`config.mk`:
```
export PLATFORM = sky130hd
export DESIGN_NAME = dsp48_sched
export DESIGN_NICKNAME = d
export VERILOG_FILES = /design/src/rtl/dsp48_sched_pkg.sv /design/src/rtl/dsp48_sched_fifo.sv /design/src/rtl/dsp48_sched.sv
export SDC_FILE = /design/constraint.sdc
export NUM_CORES = 1
export LEC_CHECK = 0
export ABC_AREA = 0
export CAP_MARGIN = 20
export CORE_AREA = 2 2 240 242
export DETAILED_ROUTE_END_ITERATION = 10
export DIE_AREA = 0 0 242 244
export PLACE_DENSITY_LB_ADDON = 0.1
export SLEW_MARGIN = 30
export SYNTH_ARGS = -nofsm -noshare
export SYNTH_HDL_FRONTEND = slang
export SYNTH_SLANG_ARGS = --single-unit
```
`constraint.sdc`:
```
create_clock -name clk -period 5 [get_ports clk]
set_input_delay 0.5 -clock clk [delete_from_list [all_inputs] [get_ports clk]]
set_output_delay 0.5 -clock clk [all_outputs]
set_load 0.01 [all_outputs]
```
`src/rtl/dsp48_sched_pkg.sv`:
```
// dsp48_sched_pkg: shared widths, tag/response types and grant pickers for dsp48_sched
package dsp48_sched_pkg;
  localparam int A_W = 18;
  localparam int C_W = 48;
  localparam int P_W = 48;
  localparam int ID_W = 3;
  localparam int MAX_REQ = 8;
  typedef struct packed {
    logic            valid;
    logic [ID_W-1:0] id;
  } tag_t;
  typedef struct packed {
    logic [ID_W-1:0] id;
    logic [P_W-1:0]  p;
  } rsp_entry_t;
  // Returns {found, index}; scans from last+1 so the nearest requester after last wins.
  function automatic logic [ID_W:0] rr_pick(input logic [MAX_REQ-1:0] v, input logic [ID_W-1:0] last, input int n);
    logic [ID_W:0] r;
    int j;
    r = '0;
    for (int k = MAX_REQ; k >= 1; k--) begin
      j = (int'(last) + k) % n;
      if (k <= n && v[j[ID_W-1:0]]) r = {1'b1, j[ID_W-1:0]};
    end
    return r;
  endfunction
  // Returns {found, index}; lowest index wins.
  function automatic logic [ID_W:0] prio_pick(input logic [MAX_REQ-1:0] v, input int n);
    logic [ID_W:0] r;
    r = '0;
    for (int k = MAX_REQ - 1; k >= 0; k--)
      if (k < n && v[ID_W'(k)]) r = {1'b1, ID_W'(k)};
    return r;
  endfunction
endpackage

```
`src/rtl/dsp48_sched_fifo.sv`:
```
// dsp48_sched_fifo: first-word-fall-through FIFO, head shown on dout (zero when empty)
// Ports: clk, rst_n (async active-low), push/din, pop/dout, full, empty, count.
module dsp48_sched_fifo #(
  parameter int WIDTH = 8,
  parameter int DEPTH = 8
) (
  input  logic                   clk,
  input  logic                   rst_n,
  input  logic                   push,
  input  logic                   pop,
  input  logic [WIDTH-1:0]       din,
  output logic [WIDTH-1:0]       dout,
  output logic                   full,
  output logic                   empty,
  output logic [$clog2(DEPTH):0] count
);
  localparam int AW = $clog2(DEPTH);
  logic [WIDTH-1:0] r_mem [DEPTH];
  logic [AW-1:0] r_wptr, r_rptr;
  logic [AW:0] r_count;
  logic w_push, w_pop;
  assign empty = r_count == '0;
  assign full = r_count == (AW+1)'(DEPTH);
  assign count = r_count;
  assign w_pop = pop && !empty;
  // A pop frees the slot being written, so push is accepted even when full.
  assign w_push = push && (!full || w_pop);
  assign dout = empty ? '0 : r_mem[r_rptr];
  always_ff @(posedge clk or negedge rst_n)
    if (!rst_n) begin
      r_wptr <= '0;
      r_rptr <= '0;
      r_count <= '0;
    end else begin
      if (w_push) r_wptr <= r_wptr + 1'b1;
      if (w_pop) r_rptr <= r_rptr + 1'b1;
      r_count <= r_count + (AW+1)'(w_push) - (AW+1)'(w_pop);
    end
  always_ff @(posedge clk)
    if (w_push) r_mem[r_wptr] <= din;
endmodule

```
`src/rtl/dsp48_sched.sv`:
```
// dsp48_sched: round-robin scheduler feeding one DSP48A1 slice with tagged, buffered results
// Ports: req_valid/req_ready + packed req_a/b/d/c operands in; dsp_a/b/d/c registered to slice,
// dsp_p back; rsp_valid/rsp_ready/rsp_id/rsp_p response; busy while work in flight or buffered.
// Macro DSP48_SCHED_FIXED_PRIO_EN selects fixed lowest-index priority instead of round-robin.
module dsp48_sched
  import dsp48_sched_pkg::*;
#(
  parameter int N_REQ = 4,
  parameter int DSP_LAT = 4,
  parameter int RSP_DEPTH = 8,
  localparam int IW = $clog2(N_REQ)
) (
  input  logic                   clk,
  input  logic                   rst_n,
  input  logic [N_REQ-1:0]       req_valid,
  output logic [N_REQ-1:0]       req_ready,
  input  logic [N_REQ*A_W-1:0]   req_a,
  input  logic [N_REQ*A_W-1:0]   req_b,
  input  logic [N_REQ*A_W-1:0]   req_d,
  input  logic [N_REQ*C_W-1:0]   req_c,
  output logic [A_W-1:0]         dsp_a,
  output logic [A_W-1:0]         dsp_b,
  output logic [A_W-1:0]         dsp_d,
  output logic [C_W-1:0]         dsp_c,
  input  logic [P_W-1:0]         dsp_p,
  output logic                   rsp_valid,
  input  logic                   rsp_ready,
  output logic [IW-1:0]          rsp_id,
  output logic [P_W-1:0]         rsp_p,
  output logic                   busy
);
  localparam int CW = $clog2(RSP_DEPTH) + 1;
  tag_t r_tag [DSP_LAT+1];
  logic [7:0] r_in_flight;
  logic [CW-1:0] w_count;
  logic w_full, w_empty, w_credit, w_hs;
  logic [ID_W:0] w_pick;
  logic [ID_W-1:0] w_idx;
  rsp_entry_t w_head, w_push_entry;
  logic w_unused;
`ifdef DSP48_SCHED_FIXED_PRIO_EN
  assign w_pick = prio_pick(MAX_REQ'(req_valid), N_REQ);
`else
  logic [ID_W-1:0] r_last_grant;
  assign w_pick = rr_pick(MAX_REQ'(req_valid), r_last_grant, N_REQ);
  always_ff @(posedge clk or negedge rst_n)
    if (!rst_n) r_last_grant <= ID_W'(N_REQ - 1);
    else if (w_hs) r_last_grant <= w_idx;
`endif
  // The slice cannot stall, so every issue must already own a FIFO slot.
  assign w_credit = 32'(r_in_flight) + 32'(w_count) < 32'(RSP_DEPTH);
  assign w_idx = w_pick[ID_W-1:0];
  assign req_ready = (rst_n && w_credit && w_pick[ID_W]) ? N_REQ'(1) << w_idx : '0;
  assign w_hs = |(req_valid & req_ready);
  always_ff @(posedge clk or negedge rst_n)
    if (!rst_n) begin
      dsp_a <= '0;
      dsp_b <= '0;
      dsp_d <= '0;
      dsp_c <= '0;
      r_in_flight <= '0;
      for (int k = 0; k <= DSP_LAT; k++) r_tag[k] <= '0;
    end else begin
      dsp_a <= w_hs ? req_a[w_idx*A_W +: A_W] : '0;
      dsp_b <= w_hs ? req_b[w_idx*A_W +: A_W] : '0;
      dsp_d <= w_hs ? req_d[w_idx*A_W +: A_W] : '0;
      dsp_c <= w_hs ? req_c[w_idx*C_W +: C_W] : '0;
      r_tag[0] <= '{valid: w_hs, id: w_hs ? w_idx : '0};
      for (int k = 1; k <= DSP_LAT; k++) r_tag[k] <= r_tag[k-1];
      r_in_flight <= r_in_flight + 8'(w_hs) - 8'(r_tag[DSP_LAT].valid);
    end
  assign w_push_entry = '{id: r_tag[DSP_LAT].id, p: dsp_p};
  dsp48_sched_fifo #(
    .WIDTH($bits(rsp_entry_t)),
    .DEPTH(RSP_DEPTH)
  ) u_fifo (
    .clk(clk),
    .rst_n(rst_n),
    .push(r_tag[DSP_LAT].valid),
    .pop(rsp_valid && rsp_ready),
    .din(w_push_entry),
    .dout(w_head),
    .full(w_full),
    .empty(w_empty),
    .count(w_count)
  );
  assign rsp_valid = !w_empty;
  assign rsp_id = w_head.id[IW-1:0];
  assign rsp_p = w_head.p;
  assign busy = (r_in_flight != '0) || rsp_valid;
  // Full is implied by the credit check; upper id bits are zero for small N_REQ.
  assign w_unused = ^{w_full, w_head.id >> IW};
endmodule

```
* After elaboration in Yosys (flattened, before gate mapping) *
Memories as Yosys holds them, arrays and structs flattened.
Index checks and enable logic that the tools add are counted.

cells by class
  $add $sub $neg = 11
  $mul = 2
  $lt $le $gt $ge = 5
  eq/ne operators = 1
  shift-type cells = 5
  mux-type cells = 21
  bitwise gates (word level) = 5
  reduce and logical (&&, ||, !) cells = 16

operator list
  cell                                                 number
  variable part select 72 x 9 -> 18 bit                3
  variable part select 192 x 10 -> 48 bit              1
  2-to-1 mux 18 bit                                    3
  2-to-1 mux 50 bit                                    1
  2-to-1 mux 48 bit                                    1
  2-to-1 mux 4 bit                                     5
  < comparator 3 x 4 -> 1 bit (second input constant)  4
  binary-select mux 1 bit (select 3 bit)               4
  adder 8 x 4 -> 9 bit                                 1
  < comparator 9 x 4 -> 1 bit (second input constant)  1
  adder 8 x 1 -> 8 bit                                 1
  nonzero test 8 bit                                   1
  OR reduction 2 bit                                   4
  subtractor 8 x 1 -> 8 bit                            1
  multiplier 3 x 4 -> 7 bit (second input constant)    1
  adder 3 x 1 -> 3 bit (second input constant)         2
  2-to-1 mux 1 bit                                     6
  logical AND 1 bit                                    5
  multiplier 3 x 2 -> 5 bit (second input constant)    1
  adder 2 x 1 -> 2 bit (second input constant)         2
  adder 2 bit (second input constant)                  2
  adder 4 x 1 -> 4 bit                                 1
  AND 1 bit (first input constant)                     4
  AND 4 bit                                            1
  8 further kinds                                      10

storage, ports and cells
  register bits = 142
  RAM bits = 408
  input port bits = 463
  output and inout port bits = 158
  logic and storage cells = 86
  memories kept = 1

memories
  name          words  bits a word  read ports  clocked after memory_dff  write ports  line                    source
  u_fifo.r_mem  8      51           1           0                         1            dsp48_sched_fifo.sv:18  logic [WIDTH-1:0] r_mem [DEPTH];

* Logic depth before layout (Yosys ltp) *
  word-level depth = 15
  gate-level depth with buffers = 18
  depth with buffers taken out = 17

* Cells and area by module *
A second synthesis with hierarchy kept.

second synthesis, totals
  cell total of the unflattened synthesis = 1359
  area total of the unflattened synthesis = 23724.0 um^2

by module, submodules not included
  module            instances  cells each  area an instance (um^2)  seq. area each (um^2)
  dsp48_sched_fifo  1          655         15881.5                  12502.0
  dsp48_sched       1          704         7842.5                   3180.6

* Least setup slack after synthesis *
No wires, ideal clock.

  path kind = register to register
  from = register u_fifo.r_count[2], in the netlist u_fifo.count[2]
  to = memory u_fifo.r_mem[1][0] (netlist name) (enable)
  setup time = 0.519 ns
  arrival time = 4.700 ns
  data required time = 4.481 ns
  slack = -0.219 ns
  cell stages (with the launch flop) = 7
  buffers on the path = 0
  clock period less this slack = 5.219 ns
  cell sequence = dfrtp_1 inv_1 ha_1 nand2b_1 a31oi_1 nand2_1 nor3_1

between the ends
  longest elaborated chain between the ends = 8
  elaborated cells between the ends (all ways) = 10
  those cells by class = 1 x eq/ne; 2 x mux; 7 x reduce/logical

ends and longest elaborated chain
  what                                        line                                       source
  from (decl)                                 dsp48_sched_fifo.sv:20                     logic [AW:0] r_count;
  from (signal assigned)                      dsp48_sched_fifo.sv:37                     r_count <= r_count + (AW+1)'(w_push) - (AW+1)'(w_pop);
  zero test 4 bit                             dsp48_sched_fifo.sv:22                     assign empty = r_count == '0;
  zero test 1 bit                             dsp48_sched_fifo.sv:25, dsp48_sched.sv:87
  logical AND 1 bit                           dsp48_sched.sv:80                          .pop(rsp_valid && rsp_ready),
  logical AND 1 bit                           dsp48_sched_fifo.sv:25                     assign w_pop = pop && !empty;
  logical OR 1 bit (*)                        dsp48_sched_fifo.sv:27                     assign w_push = push && (!full || w_pop);
  logical AND 1 bit (*)                       dsp48_sched_fifo.sv:27
  via u_fifo.w_push                           dsp48_sched_fifo.sv:21                     logic w_push, w_pop;
  2-to-1 mux 1 bit (*)                        dsp48_sched_fifo.sv:40                     if (w_push) r_mem[r_wptr] <= din;
  2-to-1 mux 1 bit (implied by the code) (*)  dsp48_sched_fifo.sv:40
  to (decl)                                   dsp48_sched_fifo.sv:18

Mark *: on every way through the listed nets, which the timed path passes. The rest lies on a longest branch.

* Worst setup path in the final report *
  from = register r_in_flight[1]
  to = output port req_ready[3]

between the ends
  longest elaborated chain between the ends = 5

ends and longest elaborated chain
  what                            line               source
  from (decl)                     dsp48_sched.sv:34  logic [7:0] r_in_flight;
  from (signal assigned)          dsp48_sched.sv:70  r_in_flight <= r_in_flight + 8'(w_hs) - 8'(r_tag[DSP_LAT].valid);
  adder 8 x 4 -> 9 bit            dsp48_sched.sv:51  assign w_credit = 32'(r_in_flight) + 32'(w_count) < 32'(RSP_DEPTH);
  < comparator 9 x 4 -> 1 bit     dsp48_sched.sv:51
  logical AND 1 bit (2 in a row)  dsp48_sched.sv:53  assign req_ready = (rst_n && w_credit && w_pick[ID_W]) ? N_REQ'(1) << w_idx : '0;
  2-to-1 mux 4 bit                dsp48_sched.sv:53
  to (decl)                       dsp48_sched.sv:16  output logic [N_REQ-1:0] req_ready,

No other way between the ends.

==> flow_metrics.env <==
export IMPL_m1WireLength_mm=30.65
export IMPL_routedWlPerCell_um=26.40
export IMPL_slew_headroom_pct=39.37
export IMPL_reg2regPathDepth=17
export IMPL_syn_nets=1876
export IMPL_cp_num_buf_inv=2
export IMPL_die_height_um=244
export IMPL_viasPerCell=5.256
export IMPL_dr_wl_met2_mm=35.54
export IMPL_vdd_drop_max_mv=0.2918
export IMPL_path_clk_slew_ns=0.06
export IMPL_yosysSeqAreaShare_pct=66.52
export IMPL_nets=2476
export IMPL_drive_gt1_share_pct=11.31
export IMPL_grt_overflow=0
export IMPL_crit_arrival_ns=3.42
export IMPL_hold_viol_final=0
export IMPL_wl_met3_mm=5.956
export IMPL_fin_hold_ws_ns=0.3423
export IMPL_r2r_end="r_in_flight[6]"
export IMPL_path_class="reg -> out"
export IMPL_design_area_um2=32100
export IMPL_cp_cell_sequence="ha_1 -> nand4_1 -> a21boi_1 -> o211ai_1 -> xnor2_1 -> nand4_1 -> buf_4 -> and3b_1 -> clkdlybuf4s50_1"
export IMPL_avgSynthCellArea_um2=16.75
export IMPL_maxCapViolations=0
export IMPL_vias=14710
export IMPL_cts_htree_levels=2
export IMPL_synth_seq_cells=537
export IMPL_drc_errors=0
export IMPL_cp_top_family="buffers and inverters"
export IMPL_worst_pin_slew_ns=0.9094
export IMPL_synth_warnings=0
export IMPL_max_freq_mhz=255.0
export IMPL_synth_top_area_share_pct=51.74
export IMPL_reg2reg_setup_slack_ns=1.51
export IMPL_place_congestion=0.9623
export IMPL_synth_largest_area_cell="edfxtp_1"
export IMPL_numPortBuffers=620
export IMPL_place_hpwl_mm=51.81
export IMPL_boundaryPins=621
export IMPL_cts_tree="built"
export IMPL_rr_startpoint="r_in_flight[1]"
export IMPL_cp_start_kind="flop"
export IMPL_hold_path_depth=0
export IMPL_status="completed"
export IMPL_grt_pass1_wl_mm=105.5
export IMPL_drt_initial_drc_count=849
export IMPL_slew_violations=0
export IMPL_floorplan_initialDensity_pct=41.33
export IMPL_leakage_nw=11.49
export IMPL_synth_area_leaders="edfxtp_1 (52%), dfrtp_1 (15%), mux4_2 (9.7%), a211oi_1 (6.6%), mux2i_1 (6.6%)"
export IMPL_antenna_found_initial=12
export IMPL_holdCritPathClass="reg -> reg"
export IMPL_synth_main_ff_cell="edfxtp_1"
export IMPL_core_area_um2=56170
export IMPL_tns_ns=0
export IMPL_dieArea_um2=59050
export IMPL_n_fill_cell=4564
export IMPL_synth_cells=1386
export IMPL_powerDensity_nw_per_um2=403.0
export IMPL_grt_max_degree=155
export IMPL_fin_crit_sh_pct=78.42
export IMPL_wirelength_mm=73.89
export IMPL_ant_nets=0
export IMPL_cp_required_ns=4.50
export IMPL_cts_root_buf="clkbuf_16"
export IMPL_synth_edf_count=400
export IMPL_cpMaxStageDelayCell="buf_4"
export IMPL_critPathMaxStageDelay_ns=0.50
export IMPL_syn_to_final_growth_pct=38.25
export IMPL_postPlaceCellArea_um2=30150
export IMPL_yosysUniqueCellTypes=48
export IMPL_grtUsageTotal_pct=24.60
export IMPL_worstSetupEndpointType="output port"
export IMPL_core_rowCount=87
export IMPL_cp_common_cell="nand4_1"
export IMPL_clk_latency_ns=0.61
export IMPL_synthArstFlopShare_pct=25.51
export IMPL_grt_pass1_vias=15160
export IMPL_hp_start="r_tag[4]"
export IMPL_die_w_um=242
export IMPL_rsz0062_at_grt="no"
export IMPL_clkSinkCount=537
export IMPL_setup_viol=0
export IMPL_critPathMaxFanout=46
export IMPL_drt_pass1_iterations=4
export IMPL_dp_slack_ns=1.486
export IMPL_clockBufferDepth=3
export IMPL_whs_endpoint="r_tag[0]"
export IMPL_clock_skew_final_ns=0.02359
export IMPL_cts_buffers=57
export IMPL_fin_ws_ns=1.079
export IMPL_syn_cell_area_um2=23220
export IMPL_period_minus_slack_ns=3.921
export IMPL_top_layer="met5"
export IMPL_power_mw=12.94
-- per-stage QoR --
stage	std cells	util, %
global placement	2682	53.67
floorplan	1386	-
finish	2799	57.14
detailed placement	2682	53.67
CTS	2790	57.10
global route	2798	57.14
-- cell usage after synthesis, types with 2 or more instances --
cell type,n
inv_2,2
buf_12,11
mux2_1,2
nand3_1,2
mux2_2,2
buf_1,5
nor2_1,62
buf_4,2
dfstp_2,2
buf_6,2
xor2_1,5
inv_1,23
mux2i_1,153
ha_1,25
nand2b_1,8
mux4_2,100
a211oi_1,204
xnor2_1,8
a21o_1,2
a21oi_1,7
clkbuf_1,55
buf_2,29
nor3b_1,2
nor3_1,3
nand2_1,4
edfxtp_1,400
and2_1,2
o21ai_1,3
nor2b_1,106
dfrtp_1,135
fa_1,2
nand4_1,2
-- layout make-up --
| class | count | area, um2 | area share (%) |
|---|---|---|---|
| inverters | 25 | 93.84 | 0.2924 |
| diodes | 9 | 22.52 | 0.07017 |
| clock inverters | 38 | 416.7 | 1.298 |
| flip-flops and latches | 537 | 15450 | 48.15 |
| repair buffers | 645 | 6523 | 20.32 |
| well taps | 756 | 945.9 | 2.947 |
| multi-input cells | 720 | 7139 | 22.24 |
| clock buffers | 69 | 1503 | 4.682 |
-- placed cells by master, fill, tap and decap left out, types with 7 or more instances in the layout --
master	synthesis	layout
nor2_1	62	56
buf_12	11	10
clkinv_1	0	13
bufinv_16	0	8
clkbuf_1	55	10
nand2b_1	8	8
diode_2	0	9
buf_4	2	14
edfxtp_1	400	400
mux2i_1	153	153
dfrtp_1	135	132
mux4_2	100	100
xnor2_1	8	8
clkbuf_16	0	58
a211oi_1	204	204
a21oi_1	7	7
inv_1	23	23
nor2b_1	106	106
ha_1	25	25
clkdlybuf4s50_1	0	619
clkinv_2	0	10
-- state kept, by name (all words and copies together), names as in the netlist --
name and cells:
u_fifo.r_mem 400, dsp_c 48, dsp_a 18, dsp_b 18
dsp_d 18, r_tag 15, r_in_flight 8, u_fifo.count 4
u_fifo.r_rptr 3, u_fifo.r_wptr 3, r_last_grant 2
-- layer usage --
metal  up-vias  track usage [%]
met4         6            7.589
li1       6676                -
met2       488            39.28
met1      7442            32.28
met3        99            7.715
met5         -                0
-- how the worst max path moves through the flow --
stage	slack, ns	cells past startpoint	to	startpoint
2_1_floorplan	1.12	6	u_fifo.r_mem[7][0]	u_fifo.count[2]
3_3_place_gp	1.48	14	r_in_flight[6]	req_valid[0]
3_5_place_dp	1.49	14	r_in_flight[6]	req_valid[0]
4_1_cts	1.07	5	rsp_p[9]	u_fifo.r_rptr[0]
5_1_grt	0.96	9	req_ready[1]	r_in_flight[2]
6_report	1.08	9	req_ready[3]	r_in_flight[1]
-- timing repair --
action / in CTS / in global routing
endpoints found under the setup margin: 0 / 0
gates resized for setup: 0 / 0
endpoints found under the hold margin: 35 / 0
setup buffers: 0 / 0
hold buffers: 1 / 0
-- power by group --
group	internal [mW]	switching (mW)	total [mW]
Clock	2.56	1.77	4.32
Sequential	4.83	0.278	5.11
Combinational	2.02	1.48	3.51
Total	9.41	3.53	12.9
-- logic make-up (layout without fill, tap and decap cells) --
| group | Yosys count | in the layout | share of synthesized area, % |
|---|---|---|---|
| buf+inv | 129 | 777 | 3.110 |
| flops | 537 | 537 | 66.52 |
| fa+ha+maj | 27 | 27 | 1.520 |
| simple gates | 196 | 196 | 4.592 |
| other cells | 0 | 9 | 0 |
| compound gates | 227 | 227 | 7.281 |
| mux | 257 | 257 | 16.49 |
| xor+xnor | 13 | 13 | 0.4904 |
(Power assumes the default switching activity.)
